==> src/rtl/qupls4_branchmiss_arb_pkg.sv <==
// Shared types and constants for the branch-miss arbiter slice.
// Holds the PC/stream types, reset PC, FSM state enum and the default
// flush length used by qupls4_branchmiss_arb.
package qupls4_branchmiss_arb_pkg;

  localparam int PC_W      = 32;
  localparam int STREAM_W  = 7;
  localparam int NSTREAM   = 128;

  typedef logic [STREAM_W-1:0] pc_stream_t;

  typedef struct packed {
    logic [PC_W-1:0] pc;
    pc_stream_t      stream;
  } pc_address_ex_t;

  localparam logic [PC_W-1:0] RSTPC = 32'hFFFC_0100;

  localparam int FLUSH_CYCLES_DEF = 2;

  // Streams 0 and 1 are reserved at reset (0 is never handed out, 1 is the
  // boot stream), everything else starts free.
  localparam logic [NSTREAM-1:0] FREE_MAP_RST = {{(NSTREAM-2){1'b1}}, 2'b00};

  typedef enum logic [1:0] {
    ST_IDLE     = 2'd0,
    ST_FLUSH    = 2'd1,
    ST_REDIRECT = 2'd2
  } bm_state_e;

  // One-hot mask selecting a single stream bit in the free bitmap.
  function automatic logic [NSTREAM-1:0] stream_onehot(input pc_stream_t s);
    logic [NSTREAM-1:0] m;
    m = {{(NSTREAM-1){1'b0}}, 1'b1} << s;
    return m;
  endfunction

endpackage

==> src/rtl/qupls4_branchmiss_arb_stream_alloc.sv <==
// Free-stream bitmap with a lowest-set-bit priority encoder.
// new_stream_o is combinational from the current bitmap; frees, returns
// and allocations all land on the bitmap at the next clock edge.
module qupls4_branchmiss_arb_stream_alloc
  import qupls4_branchmiss_arb_pkg::*;
(
  input  logic       clk,
  input  logic       rst,
  input  logic       alloc_i,
  input  logic       free_valid_i,
  input  pc_stream_t free_stream_i,
  input  logic       ret_valid_i,
  input  pc_stream_t ret_stream_i,
  output pc_stream_t new_stream_o,
  output logic       new_stream_valid_o
);

  logic [NSTREAM-1:0] bitmap_q;
  logic [NSTREAM-1:0] bitmap_d;
  pc_stream_t         lowest_s;
  logic               found_s;

  // Lowest free stream id; bit 0 is never considered allocatable.
  always_comb begin
    found_s  = 1'b0;
    lowest_s = {STREAM_W{1'b0}};
    for (int i = NSTREAM - 1; i >= 1; i--) begin
      if (bitmap_q[i]) begin
        found_s  = 1'b1;
        lowest_s = STREAM_W'(i);
      end else begin
        found_s  = found_s;
      end
    end
  end

  assign new_stream_o       = lowest_s;
  assign new_stream_valid_o = found_s;

  // Next bitmap: releases set bits (stream 0 ignored, already-free is a no-op),
  // then an allocation clears the id currently offered.
  always_comb begin
    bitmap_d = bitmap_q;
    if (free_valid_i && (free_stream_i != {STREAM_W{1'b0}})) begin
      bitmap_d = bitmap_d | stream_onehot(free_stream_i);
    end else begin
      bitmap_d = bitmap_d;
    end
    if (ret_valid_i && (ret_stream_i != {STREAM_W{1'b0}})) begin
      bitmap_d = bitmap_d | stream_onehot(ret_stream_i);
    end else begin
      bitmap_d = bitmap_d;
    end
    if (alloc_i && found_s) begin
      bitmap_d = bitmap_d & ~stream_onehot(lowest_s);
    end else begin
      bitmap_d = bitmap_d;
    end
  end

  // Bitmap register.
  always_ff @(posedge clk or posedge rst) begin
    if (rst) begin
      bitmap_q <= FREE_MAP_RST;
    end else begin
      bitmap_q <= bitmap_d;
    end
  end

endmodule

==> src/rtl/qupls4_branchmiss_arb.sv <==
// Branch-miss arbiter: picks the oldest reporting branch unit, optionally
// allocates it a fresh stream, holds a flush for FLUSH_CYCLES cycles and then
// issues a single-cycle fetch redirect.
// Optional feature: define QUPLS4_BRANCHMISS_PREEMPT_EN to let an older miss
// pre-empt one that is still flushing.
module qupls4_branchmiss_arb
  import qupls4_branchmiss_arb_pkg::*;
#(
  parameter int NREQ         = 3,
  parameter int FLUSH_CYCLES = FLUSH_CYCLES_DEF
) (
  input  logic           clk,
  input  logic           rst,
  input  logic [NREQ-1:0] req_valid,
  input  pc_address_ex_t req_misspc [NREQ],
  input  logic [7:0]     req_age [NREQ],
  input  logic [NREQ-1:0] req_alloc,
  output logic [NREQ-1:0] req_ack,
  input  logic           free_valid,
  input  pc_stream_t     free_stream,
  output pc_stream_t     new_stream,
  output logic           new_stream_valid,
  output logic           flush_o,
  output logic [7:0]     flush_age,
  output logic           miss_o,
  output pc_address_ex_t misspc_o,
  output logic           stall_o
);

  localparam int IW = (NREQ > 1) ? $clog2(NREQ) : 1;
  localparam logic [3:0] CNT_INIT = 4'(FLUSH_CYCLES - 1);
  localparam pc_address_ex_t MISSPC_RST = '{pc: RSTPC, stream: 7'd1};

  bm_state_e      state_q, state_d;
  logic [3:0]     cnt_q, cnt_d;
  logic [7:0]     age_q, age_d;
  pc_address_ex_t misspc_q, misspc_d;
`ifdef QUPLS4_BRANCHMISS_PREEMPT_EN
  logic           alloc_q, alloc_d;
`endif

  logic [NREQ-1:0] elig_s;
  logic            win_found_s;
  logic [IW-1:0]   win_idx_s;
  logic [7:0]      win_age_s;
  logic            win_alloc_s;
  pc_address_ex_t  win_pc_s;
  logic            accept_ok_s;
  logic            take_s;
  logic            ret_valid_s;
  pc_stream_t      ret_stream_s;
  logic            stall_s;
  logic [NREQ-1:0] ack_s;

  qupls4_branchmiss_arb_stream_alloc u_alloc (
    .clk                (clk),
    .rst                (rst),
    .alloc_i            (take_s),
    .free_valid_i       (free_valid),
    .free_stream_i      (free_stream),
    .ret_valid_i        (ret_valid_s),
    .ret_stream_i       (ret_stream_s),
    .new_stream_o       (new_stream),
    .new_stream_valid_o (new_stream_valid)
  );

  // Which requests may compete this cycle: all in IDLE, only strictly older
  // ones during FLUSH when pre-emption is built in, none otherwise.
  always_comb begin
    elig_s = '0;
    case (state_q)
      ST_IDLE: begin
        elig_s = req_valid;
      end
      ST_FLUSH: begin
`ifdef QUPLS4_BRANCHMISS_PREEMPT_EN
        for (int i = 0; i < NREQ; i++) begin
          elig_s[i] = req_valid[i] && (req_age[i] < age_q);
        end
`else
        elig_s = '0;
`endif
      end
      default: begin
        elig_s = '0;
      end
    endcase
  end

  // Oldest eligible request; strict compare keeps ties on the lowest index.
  always_comb begin
    win_found_s = 1'b0;
    win_idx_s   = {IW{1'b0}};
    win_age_s   = 8'd0;
    for (int i = 0; i < NREQ; i++) begin
      if (elig_s[i] && (!win_found_s || (req_age[i] < win_age_s))) begin
        win_found_s = 1'b1;
        win_idx_s   = IW'(i);
        win_age_s   = req_age[i];
      end else begin
        win_found_s = win_found_s;
      end
    end
  end

  assign win_alloc_s = req_alloc[win_idx_s];
  assign win_pc_s    = req_misspc[win_idx_s];
  assign accept_ok_s = win_found_s && (!win_alloc_s || new_stream_valid);

  // Next-state, latch updates, ack/stall and stream pool control.
  always_comb begin
    state_d      = state_q;
    cnt_d        = cnt_q;
    age_d        = age_q;
    misspc_d     = misspc_q;
`ifdef QUPLS4_BRANCHMISS_PREEMPT_EN
    alloc_d      = alloc_q;
`endif
    ack_s        = '0;
    take_s       = 1'b0;
    ret_valid_s  = 1'b0;
    ret_stream_s = {STREAM_W{1'b0}};
    stall_s      = 1'b0;
    case (state_q)
      ST_IDLE: begin
        if (accept_ok_s) begin
          ack_s[win_idx_s] = 1'b1;
          take_s           = win_alloc_s;
          age_d            = win_age_s;
          misspc_d.pc      = win_pc_s.pc;
          misspc_d.stream  = win_alloc_s ? new_stream : win_pc_s.stream;
`ifdef QUPLS4_BRANCHMISS_PREEMPT_EN
          alloc_d          = win_alloc_s;
`endif
          cnt_d            = CNT_INIT;
          state_d          = ST_FLUSH;
        end else begin
          stall_s = win_found_s;
        end
      end
      ST_FLUSH: begin
`ifdef QUPLS4_BRANCHMISS_PREEMPT_EN
        if (accept_ok_s) begin
          ack_s[win_idx_s] = 1'b1;
          take_s           = win_alloc_s;
          ret_valid_s      = alloc_q;
          ret_stream_s     = misspc_q.stream;
          age_d            = win_age_s;
          misspc_d.pc      = win_pc_s.pc;
          misspc_d.stream  = win_alloc_s ? new_stream : win_pc_s.stream;
          alloc_d          = win_alloc_s;
          cnt_d            = CNT_INIT;
          state_d          = ST_FLUSH;
        end else if (cnt_q == 4'd0) begin
          stall_s = win_found_s;
          state_d = ST_REDIRECT;
        end else begin
          stall_s = win_found_s;
          cnt_d   = cnt_q - 4'd1;
        end
`else
        if (cnt_q == 4'd0) begin
          state_d = ST_REDIRECT;
        end else begin
          cnt_d = cnt_q - 4'd1;
        end
`endif
      end
      ST_REDIRECT: begin
        state_d = ST_IDLE;
      end
      default: begin
        state_d = ST_IDLE;
      end
    endcase
  end

  // FSM and latched-miss registers.
  always_ff @(posedge clk or posedge rst) begin
    if (rst) begin
      state_q  <= ST_IDLE;
      cnt_q    <= 4'd0;
      age_q    <= 8'd0;
      misspc_q <= MISSPC_RST;
`ifdef QUPLS4_BRANCHMISS_PREEMPT_EN
      alloc_q  <= 1'b0;
`endif
    end else begin
      state_q  <= state_d;
      cnt_q    <= cnt_d;
      age_q    <= age_d;
      misspc_q <= misspc_d;
`ifdef QUPLS4_BRANCHMISS_PREEMPT_EN
      alloc_q  <= alloc_d;
`endif
    end
  end

  assign req_ack   = ack_s;
  assign stall_o   = stall_s;
  assign flush_o   = (state_q == ST_FLUSH);
  assign flush_age = (state_q == ST_FLUSH) ? age_q : 8'd0;
  assign miss_o    = (state_q == ST_REDIRECT);
  assign misspc_o  = misspc_q;

endmodule
==> config.mk <==
export PLATFORM = sky130hd
export DESIGN_NAME = qupls4_branchmiss_arb
export DESIGN_NICKNAME = d
export VERILOG_FILES = /design/src/rtl/qupls4_branchmiss_arb_pkg.sv /design/src/rtl/qupls4_branchmiss_arb_stream_alloc.sv /design/src/rtl/qupls4_branchmiss_arb.sv
export SDC_FILE = /design/constraint.sdc
export NUM_CORES = 1
export LEC_CHECK = 0
export ABC_CLOCK_PERIOD_IN_PS = 7660
export CAP_MARGIN = 25
export CORE_ASPECT_RATIO = 0.6
export CORE_UTILIZATION = 48
export DETAILED_ROUTE_END_ITERATION = 16
export PLACE_DENSITY = 0.78
export REMOVE_ABC_BUFFERS = 1
export SETUP_SLACK_MARGIN = 0.15
export SLEW_MARGIN = 0
export SYNTH_ARGS = -nofsm -noshare
export SYNTH_HDL_FRONTEND = slang
export SYNTH_SLANG_ARGS = --single-unit
==> constraint.sdc <==
create_clock -name clk -period 7.66 [get_ports clk]
set_input_delay 1.532 -clock clk [delete_from_list [all_inputs] [get_ports clk]]
set_output_delay 1.532 -clock clk [all_outputs]
set_load 0.005 [all_outputs]
==> impl_summary.md <==
Synth
The combined area of all synthesized cells is 10900 um^2. The leading area contributor after synthesis is dfstp_2. The async set or reset register ratio after synthesis is 100%. The count of flip-flops with a built-in enable after synthesis is 0. The number of library cell types mapped by synthesis is 84. The sequential fraction of the synthesis area is 43.0%. Sorting the synthesized cells by how often they occur yields a21oi_1, nand2_1, dfstp_2, nor2_1, o21ai_0. The average cell area after synthesis is 8.29 um^2.

The most used flip-flop cell after synthesis is dfstp_2. The Yosys warning count is 0. Of the post-synthesis cell area, the dominant cell type holds 34.3%.

Among all cell types in the netlist, the one instantiated most often is a21oi_1. Sorting the synthesized cells by area gives the leading types as dfstp_2, a21oi_1, dfrtp_1. Counting every instance in the synthesized netlist gives 1312. The synthesis-stage register bit count is 180.

CTS
The CTS clock-pin slew for the worst setup and hold paths is 0.06 ns. The clock tree from TritonCTS is yes. The clock tree synthesis step divided the H-tree into 4 levels.

The latest clock arrival within the worst-skew pair is 0.45 ns. The buffer type at the clock tree root is clkbuf_16. Counting the buffers created by CTS gives 17. The clock passes through at most 2 buffers. For this design, the CTS-stage hold fixing added 0 buffers. The clock net in this run drives a total of 180 sinks.

Outcome
The flow ran to the end, and the final reports show no timing, DRC or antenna violations.

Floorplan
The top-level port count is 218. The placeable core region is 22100 um^2. For this configuration, the core starts out at a cell density of 49.2%. The horizontal die dimension is 196 um.

The die boundary height is 119 um. The cell row count is 42. The die covers 23300 um^2.

Layout
The net count of the finished layout is 1730. The area of combinational cells with multiple inputs is 5940 um^2. Registers take 4680 um^2. The count of inserted antenna diode cells is 0. From synthesis to final layout, the design area changed by 33.1%.

The post-route non-filler standard cell count is 1878. The fraction of layout cells with a size suffix above 1 is 19.4%. Counting the fill cells in the layout gives 1824.

Route
The detailed router finished its first iteration with 1818 violations. The wire length reported by the detailed router is 43500 um. The average routed wire per standard cell is 23.1 um. The number of vias per cell is 6.35. The final antenna-violating net count is 0. The remaining design rule violation count is 0. The final route contains 11900 vias.

Before antenna repair, the detailed router went through 6 iterations.

Power
The total power per unit cell area is 349 nW/um^2. The net switching power figure is 2.22 mW. The switching fraction of total power is 43.8%. For this design the static power due to leakage is 5.57 nW. The internal portion of the total power is 2.84 mW.

Combinational logic is responsible for 51.5% of the overall power. The highest ir drop seen on vdd is 0.254 mV. The share of total power dissipated in the clock network is 17.8%. The relative contribution of sequential cells to total power is 30.7%.

Placed design
Port buffering added 217 buffers. Once placement completed, the tool counted placed cells totaling 1828. Detailed placement ended at an HPWL of 32100 um. The worst slack at placement is -0.323 ns. The final RePlAce weighted congestion is 1.05.

STA
Between clock sinks in the finished design, the worst skew comes to 0.0110 ns. At the pin with the least slew margin, the transition time is 1.17 ns. Setup violations remaining at the end of the flow were counted as 0. Subtracting the final worst setup slack from the clock period gives 7.41 ns.

Setup repair after global routing left no endpoint under its margin. The final-report max-slew violation count was 0. The final critical path takes up 96.7% of the cycle.

Derived from the worst setup path, the maximum achievable clock frequency is 0.135 GHz. The headroom to the max-slew limit is 21.9%. Setup slack closes at 0.250 ns.

The number of endpoints with negative hold slack in the final report is 0.

Setup path
The launching element type of the critical path is an input pin. The worst reg2reg path depth is 26. The critical path start-end classification is input pin to output port.

Of all nets on the critical path, the largest fanout is 6. STA classifies the critical path endpoint as an output port. For the worst setup path, the data required time is 6.13 ns.

The critical path data arrival time is 5.88 ns.

GRT
In the global route stage, overall resource usage came out at 36.9%. The number of antenna violations at the first check in global routing is 0. The first global-routing pass estimated 64400 um of wire.

The largest net degree at the start of global routing is 96. The via count of the first global-routing pass is 10600. Summed over all layers, the global routing overflow is 0.

Worst hold path
The worst hold path passes through 2 cells. The class of the tightest hold or removal check is flop to flop.

Run
Max-cap violations in this run came to 0.
==> path summary, 6_finish.rpt <==
path	from	to	slack, ns
max in group asynchronous	rst	misspc_o[1]	5.03
hold / removal	misspc_o[9]	misspc_o[9]	0.48
setup reg to reg	state_q[0]	u_alloc.bitmap_q[74]	1.80
hold reg to reg	misspc_o[9]	misspc_o[9]	0.48
min in group asynchronous	rst	misspc_o[21]	1.46
setup / recovery	req_age[17]	req_ack[0]	0.25
==> cells in the final DEF, fill, tap and decap left out, types with 29 or more instances in the layout <==
| cell type | instances |
|---|---|
| clkdlybuf4s50_1 | 212 |
| nor3_1 | 32 |
| dfstp_2 | 142 |
| inv_1 | 35 |
| dfrtp_1 | 38 |
| nand2_1 | 155 |
| a21oi_1 | 328 |
| nor4_1 | 29 |
| o21ai_0 | 69 |
| nor2_1 | 112 |
| buf_4 | 63 |
==> repair_timing <==
item,in CTS,in global routing
cloned,0,1
endpoints found under the setup margin,4,4
pin swaps,7,11
hold endpoints to repair,0,0
setup buffers,6,7
resized for setup,14,22
==> state kept, by name, summed over array words and instances (netlist names) <==
signal and flops:
age_q 8, state_q 2, misspc_o 39, cnt_q 4, u_alloc.bitmap_q 127
==> power by group through the flow <==
stage / combinational (mW) / sequential [mW] / clock [mW]
detailed placement: 2.41 / 1.55 / 0
finish: 2.60 / 1.55 / 0.898
global route: 2.78 / 1.58 / 0.945
global placement: 2.37 / 1.54 / 0
floorplan: 1.33 / 1.49 / 0
CTS: 2.45 / 1.54 / 0.908
==> metal layers <==
layer	track usage (%)	up-vias	part of all wire, %
li1	-	5313	-
met3	14.3	104	14
met4	9.62	0	2.1
met1	55.4	5686	44
met2	48.5	817	40
met5	0	-	0
==> logic make-up after synthesis <==
kind of cell / after synthesis / share of synthesized area, %
flops: 180 / 43.0
compound gates: 527 / 27.8
mux: 15 / 1.40
buf+inv: 98 / 3.81
xor+xnor: 2 / 0.161
simple gates: 474 / 21.9
fa+ha+maj: 16 / 1.84
==> worst max-delay path: stages <==
cell and delay [ns]:
clkdlybuf4s50_1 0.52, nand2_4 0.07, ha_4 0.23, o21a_1 0.19, o21a_1 0.21, a211o_1 0.33, a21oi_4 0.27, buf_12 0.15
buf_4 0.11, a21oi_2 0.07, ha_4 0.28, nand4_1 0.10, a211oi_2 0.25, inv_1 0.09, o41ai_2 0.35, buf_4 0.21
buf_4 0.11, a21oi_2 0.06, buf_4 0.15, a31o_4 0.23, nor3_4 0.20, clkbuf_2 0.15
==> through the flow <==
stage	hold WS (ns)	power, mW	setup TNS [ns]	utilization, %	instance area [um^2]
after global placement	0.454	3.91	-0.613	61.4	13600
after CTS	0.483	4.90	0	64.5	14300
final	0.479	5.06	0	65.4	14500
after detailed placement	0.469	3.96	-1.02	61.5	13600
after global routing	0.493	5.30	0	65.4	14500
after floorplan	0.442	2.82	-174.27	-	10600
==> final cells by class <==
| type | count | share of cell area [%] |
|---|---|---|
| well taps | 308 | 2.66 |
| inverters | 37 | 0.994 |
| multi-input cells | 1034 | 41.0 |
| clock inverters | 9 | 0.691 |
| flip-flops and latches | 180 | 32.3 |
| clock buffers | 23 | 3.37 |
| repair buffers | 287 | 18.9 |
(Power assumes the default switching activity.)
